[config.mk]
export PLATFORM = sky130hd
export DESIGN_NAME = ir_sense_sequencer
export DESIGN_NICKNAME = d
export VERILOG_FILES = /design/src/rtl/ir_sense_sequencer.sv
export SDC_FILE = /design/constraint.sdc
export NUM_CORES = 1
export LEC_CHECK = 0
export ABC_CLOCK_PERIOD_IN_PS = 2840
export BUFFER_PORTS_ARGS = -buffer_cell sky130_fd_sc_hd__buf_4
export CORE_ASPECT_RATIO = 0.5
export CORE_MARGIN = 2
export CORE_UTILIZATION = 54
export DETAILED_ROUTE_END_ITERATION = 8
export HOLD_SLACK_MARGIN = 0.06
export PLACE_DENSITY = 0.92
export SLEW_MARGIN = 20
export SYNTH_ARGS = -nofsm -noshare
export SYNTH_HDL_FRONTEND = slang
export SYNTH_SLANG_ARGS = --single-unit
[constraint.sdc]
create_clock -name clk -period 2.84 [get_ports clk]
set_clock_uncertainty 0.2 [all_clocks]
set_input_delay 0.142 -clock clk [delete_from_list [all_inputs] [get_ports clk]]
set_output_delay 0.142 -clock clk [all_outputs]
set_load 0.05 [all_outputs]
[src/rtl/ir_sense_sequencer.sv]
// Sequences the shared A2D across the in/mid/out IR pairs: emitter on, settle, convert left then right.
// Optional IR_PWM_EN: the active emitter enable is PWM-gated at IR_DUTY/256 instead of held solid high.
module ir_sense_sequencer #(
  parameter int unsigned SETTLE_CYC  = 4096,
  parameter int unsigned TIMEOUT_CYC = 1024
`ifdef IR_PWM_EN
  , parameter logic [7:0] IR_DUTY    = 8'h8C
`endif
) (
  input  logic        clk,
  input  logic        rst,
  input  logic        en,
  output logic        strt_cnv,
  output logic [2:0]  chnnl,
  input  logic        cnv_cmplt,
  input  logic [11:0] res,
  output logic        IR_in_en,
  output logic        IR_mid_en,
  output logic        IR_out_en,
  output logic [11:0] in_lft,
  output logic [11:0] in_rht,
  output logic [11:0] mid_lft,
  output logic [11:0] mid_rht,
  output logic [11:0] out_lft,
  output logic [11:0] out_rht,
  output logic        vld,
  output logic        err,
  output logic        busy
);

  localparam int unsigned MAX_CYC = (SETTLE_CYC > TIMEOUT_CYC) ? SETTLE_CYC : TIMEOUT_CYC;
  localparam int unsigned CNT_W   = $clog2(MAX_CYC) + 1;
  localparam logic [CNT_W-1:0] SETTLE_LAST  = CNT_W'(SETTLE_CYC - 1);
  localparam logic [CNT_W-1:0] TIMEOUT_LAST = CNT_W'(TIMEOUT_CYC - 1);

  typedef enum logic [2:0] {IDLE, SETTLE, CONV_L, WAIT_L, CONV_R, WAIT_R} state_t;

  state_t           state, state_nxt;
  logic [1:0]       pair, pair_nxt;
  logic [CNT_W-1:0] cnt, cnt_nxt;
  logic             act, act_nxt;
  logic             strt_nxt, vld_nxt, err_nxt;
  logic [2:0]       chnnl_nxt;
  logic             lat_en;
  logic [2:0]       lat_idx;
  logic             pwm_on_c;

  // Channel map: in L0 R1, mid L4 R2, out L3 R7
  function automatic logic [2:0] chan_of(input logic [1:0] p, input logic rgt);
    case ({p, rgt})
      3'b000:  chan_of = 3'd0;
      3'b001:  chan_of = 3'd1;
      3'b010:  chan_of = 3'd4;
      3'b011:  chan_of = 3'd2;
      3'b100:  chan_of = 3'd3;
      3'b101:  chan_of = 3'd7;
      default: chan_of = 3'd0;
    endcase
  endfunction

`ifdef IR_PWM_EN
  logic [7:0] pwm_cnt;

  always_ff @(posedge clk) begin
    if (rst) pwm_cnt <= 8'd0;
    else     pwm_cnt <= pwm_cnt + 8'd1;
  end

  assign pwm_on_c = (pwm_cnt < IR_DUTY);
`else
  assign pwm_on_c = 1'b1;
`endif

  // Next-state and next-output logic; act is the un-PWM'd emitter window of the current pair
  always_comb begin
    state_nxt = state;
    pair_nxt  = pair;
    cnt_nxt   = cnt + CNT_W'(1);
    act_nxt   = act;
    strt_nxt  = 1'b0;
    chnnl_nxt = chnnl;
    vld_nxt   = 1'b0;
    err_nxt   = err;
    lat_en    = 1'b0;
    lat_idx   = 3'd0;

    if (state != IDLE && !en) begin
      state_nxt = IDLE;
      act_nxt   = 1'b0;
      cnt_nxt   = '0;
    end else begin
      case (state)
        IDLE: begin
          cnt_nxt = '0;
          act_nxt = 1'b0;
          if (en) begin
            state_nxt = SETTLE;
            pair_nxt  = 2'd0;
            act_nxt   = 1'b1;
          end
        end
        SETTLE: begin
          // After a timeout the emitter was dropped for one cycle; only count while it is on
          act_nxt = 1'b1;
          if (!act) begin
            cnt_nxt = cnt;
          end else if (cnt == SETTLE_LAST) begin
            state_nxt = CONV_L;
            cnt_nxt   = '0;
            strt_nxt  = 1'b1;
            chnnl_nxt = chan_of(pair, 1'b0);
          end
        end
        CONV_L: begin
          state_nxt = WAIT_L;
          cnt_nxt   = '0;
        end
        CONV_R: begin
          state_nxt = WAIT_R;
          cnt_nxt   = '0;
        end
        WAIT_L, WAIT_R: begin
          if (cnv_cmplt) begin
            lat_en  = 1'b1;
            lat_idx = {pair, state == WAIT_R};
            cnt_nxt = '0;
            if (state == WAIT_L) begin
              state_nxt = CONV_R;
              strt_nxt  = 1'b1;
              chnnl_nxt = chan_of(pair, 1'b1);
            end else if (pair != 2'd2) begin
              state_nxt = SETTLE;
              pair_nxt  = pair + 2'd1;
            end else begin
              state_nxt = SETTLE;
              pair_nxt  = 2'd0;
              vld_nxt   = 1'b1;
              err_nxt   = 1'b0;
            end
          end else if (cnt == TIMEOUT_LAST) begin
            state_nxt = SETTLE;
            pair_nxt  = 2'd0;
            act_nxt   = 1'b0;
            err_nxt   = 1'b1;
            cnt_nxt   = '0;
          end
        end
        default: begin
          state_nxt = IDLE;
          act_nxt   = 1'b0;
          cnt_nxt   = '0;
        end
      endcase
    end
  end

  always_ff @(posedge clk) begin
    if (rst) begin
      state     <= IDLE;
      pair      <= 2'd0;
      cnt       <= '0;
      act       <= 1'b0;
      strt_cnv  <= 1'b0;
      chnnl     <= 3'd0;
      vld       <= 1'b0;
      err       <= 1'b0;
      busy      <= 1'b0;
      IR_in_en  <= 1'b0;
      IR_mid_en <= 1'b0;
      IR_out_en <= 1'b0;
    end else begin
      state     <= state_nxt;
      pair      <= pair_nxt;
      cnt       <= cnt_nxt;
      act       <= act_nxt;
      strt_cnv  <= strt_nxt;
      chnnl     <= chnnl_nxt;
      vld       <= vld_nxt;
      err       <= err_nxt;
      busy      <= (state_nxt != IDLE);
      IR_in_en  <= act_nxt && (state_nxt != IDLE) && (pair_nxt == 2'd0) && pwm_on_c;
      IR_mid_en <= act_nxt && (state_nxt != IDLE) && (pair_nxt == 2'd1) && pwm_on_c;
      IR_out_en <= act_nxt && (state_nxt != IDLE) && (pair_nxt == 2'd2) && pwm_on_c;
    end
  end

  // Readings only move on their own completion
  always_ff @(posedge clk) begin
    if (rst) begin
      in_lft  <= 12'h000;
      in_rht  <= 12'h000;
      mid_lft <= 12'h000;
      mid_rht <= 12'h000;
      out_lft <= 12'h000;
      out_rht <= 12'h000;
    end else if (lat_en) begin
      case (lat_idx)
        3'd0:    in_lft  <= res;
        3'd1:    in_rht  <= res;
        3'd2:    mid_lft <= res;
        3'd3:    mid_rht <= res;
        3'd4:    out_lft <= res;
        3'd5:    out_rht <= res;
        default: ;
      endcase
    end
  end

endmodule
==> qor.yml <==
cts_sinks: 101
synth_seq_cells: 101
wl_per_cell_um: 17.4
hold_path_depth: 2
synth_edf_count: 0
hold_viol: 0
crit_chain: "and2b_1 -> nand3_1 -> nand2b_1 -> mux2i_1 -> nor2_1"
yosysTopAreaCell: "dfxtp_1"
rrSetupSlack_ns: 0.16
num-nets-final: 593
run_status: "finished clean"
grt_setup_unrepaired: "false"
rr_endpoint: "in_rht[0]"
hold_path_end: "in_lft[10]"
ys_seq_area_share_pct: 46.5
setup_violations: 0
timing.final.crit_period_ns: 2.68
power_density_mw_per_mm2: 517
via_per_inst: 5.64
routed_wl_um: 11900
synth_area_mm2: 0.00434
yosysWarningCount: 0
critPathMaxFanout: 20
grt_pass1_wl_um: 18500
setup_tns_ns: 0
clk_pin_slew_ns: 0.07
max_stage_delay_ns: 0.75
die_w_um: 131
ctsResizeCount: 0
antenna_left: 0
postLayoutCellArea_mm2: 0.00565
start_kind: "flip-flop"
synth_most_common_cell: "dfxtp_1"
first_pass_iters: 5
reg2reg_from: "state[2]"
area_delta_synth_final_pct: 30.0
io_pins: 98
finalCritPeriodShare_pct: 94.2
htreeDepth: 3
place_area_mm2: 0.00517
ys.flop_type: "dfxtp_1"
slowest_stage: "dfxtp_1"
syn_nets: 487
yosys-top-cells-area: "dfxtp_1 (47%), mux2i_1 (14%), nor2_1 (6.9%), nand2_1 (3.0%), a21oi_1 (2.8%)"
max_freq_mhz: 374
antenna_found_initial: 0
yosys.area.top_type_share_pct: 46.5
insertion_delay_ns: 0.36
relSlewSlack_pct: 45.6
diodes: 0
cts_tree: "yes"
cts_setup_buffers: 0
first_global_vias: 3622
netlist-cell-type-count: 56
synth.avg_cell_area_um2: 9.36
first_iter_violations: 274
grt_max_degree: 80
cts_buffers: 9
cts-root-buf: "clkbuf_16"
ys_top_cells_by_count: "dfxtp_1 (101), nor2_1 (80), mux2i_1 (62)"
initial_utilization_pct: 54.9
worstSetupPathType: "flip-flop to flip-flop"
cp.arrival_ns: 2.69
portBuffers: 97
p_leak_nw: 2.27
drcViolationCount: 0
required_ns: 2.85
drive_gt1_share_pct: 24.9
end_kind: "flip-flop"
hold_class: "flip-flop to flip-flop"
slew_violations: 0
reg2regPathDepth: 5
die_area_mm2: 0.00882
irDropWorstVdd_mv: 0.404
hpwl_um: 7330
grt_usage_pct: 27.9
clk_path_buf_depth: 2
rows: 23
gp_congestion: 0.880
maxCapViolCount: 0
synthArstFlopShare_pct: 0
fp.dieH_um: 67.4
vias: 3876
tightest_slew_ns: 0.815
hp-start: "in_lft[10]"
grt-ovfl-total: 0
syn_inst: 464
core_area_mm2: 0.00791
==> worst max-delay path, delay by kind of cell (launching register included) <==
family	cells	cell delay, ns
simple gates	4	1.20
mux	1	0.36
flops	1	0.75
==> area by class of cell <==
type,count,area [µm²]
fillers,552,2270
multi-input cells,326,2160
flip-flops and latches,101,2020
repair buffers,124,968
clock buffers,9,225
well taps,112,140
clock inverters,7,103
inverters,8,30.0
==> cells in the final DEF (no fill, tap or decap), types with 4 or more instances in the layout <==
master | synthesis | final
nand2b_1 | 4 | 4
nor4_4 | 3 | 4
xor2_1 | 5 | 5
a21oi_1 | 24 | 24
nand2_1 | 35 | 35
and2_1 | 5 | 5
o21ai_0 | 10 | 10
ha_1 | 7 | 7
nor3_1 | 12 | 12
clkbuf_16 | 0 | 9
nor4_1 | 4 | 4
buf_4 | 6 | 109
nor2_1 | 80 | 80
mux2i_1 | 62 | 62
nand3_1 | 23 | 23
inv_1 | 8 | 8
dlygate4sd3_1 | 0 | 15
nand4_1 | 4 | 4
dfxtp_1 | 101 | 101
==> per-stage QoR <==
| step | utilization [%] | cells | total power, W | worst slack [ns] | hold WS, ns |
|---|---|---|---|---|---|
| CTS | 71.3 | 687 | 0.00292 | 0.300 | 0.257 |
| detailed placement | 65.3 | 656 | 0.00157 | 0.360 | 0.241 |
| floorplan | - | 464 | 0.00152 | 0.782 | 0.0859 |
| global route | 71.3 | 687 | 0.00299 | 0.0415 | 0.287 |
| finish | 71.3 | 687 | 0.00292 | 0.164 | 0.257 |
| global placement | 65.3 | 656 | 0.00157 | 0.474 | 0.235 |
==> repair_timing <==
| item | in CTS | in global routing |
|---|---|---|
| hold endpoints to repair | 77 | 0 |
| hold buffers | 15 | 0 |
| setup endpoints to repair | 0 | 0 |
==> metal layers <==
layer  vias up  GRT usage [%]  part of all wire, %  wire length, µm
met5         -              0                    0                0
met4         0           14.5                  4.0              479
met3        51           8.72                  6.0              718
met2       154           50.3                   51             6040
met1      1853           30.3                   39             4700
li1       1818              -                    -                -
==> flip-flops by register name (all words and copies together), names as in the netlist, 2 cells and up <==
register and cells:
mid_lft 12, pair 2, in_rht 12, in_lft 12
mid_rht 12, out_lft 12, chnnl 3, out_rht 12
cnt 13, state 3
==> how the worst max path moves through the flow <==
stage,from,end,slack (ns),depth (start not counted)
after global placement,state[2],in_rht[6],0.47,5
after floorplan,cnt[0],busy,0.78,6
final,state[2],in_rht[0],0.16,5
after global routing,state[2],in_rht[0],0.04,5
after CTS,state[2],in_rht[5],0.30,5
after detailed placement,state[2],in_rht[2],0.36,5
==> power breakdown <==
group          leakage (nW)  total, W  switching (W)  internal [W]
Combinational          1.29  0.000135      0.0000845     0.0000507
Sequential            0.814   0.00142     0.00000584       0.00142
Clock                 0.163   0.00136       0.000571      0.000786
Total                  2.27   0.00292       0.000662       0.00226
==> cell families after synthesis <==
| logic type | count (synthesis) | share of synthesized area [%] |
|---|---|---|
| flops | 101 | 46.5 |
| mux | 62 | 14.3 |
| fa+ha+maj | 8 | 2.25 |
| buf+inv | 37 | 4.00 |
| xor+xnor | 8 | 1.61 |
| simple gates | 192 | 22.7 |
| compound gates | 56 | 8.61 |
(Power assumes the default switching activity.)
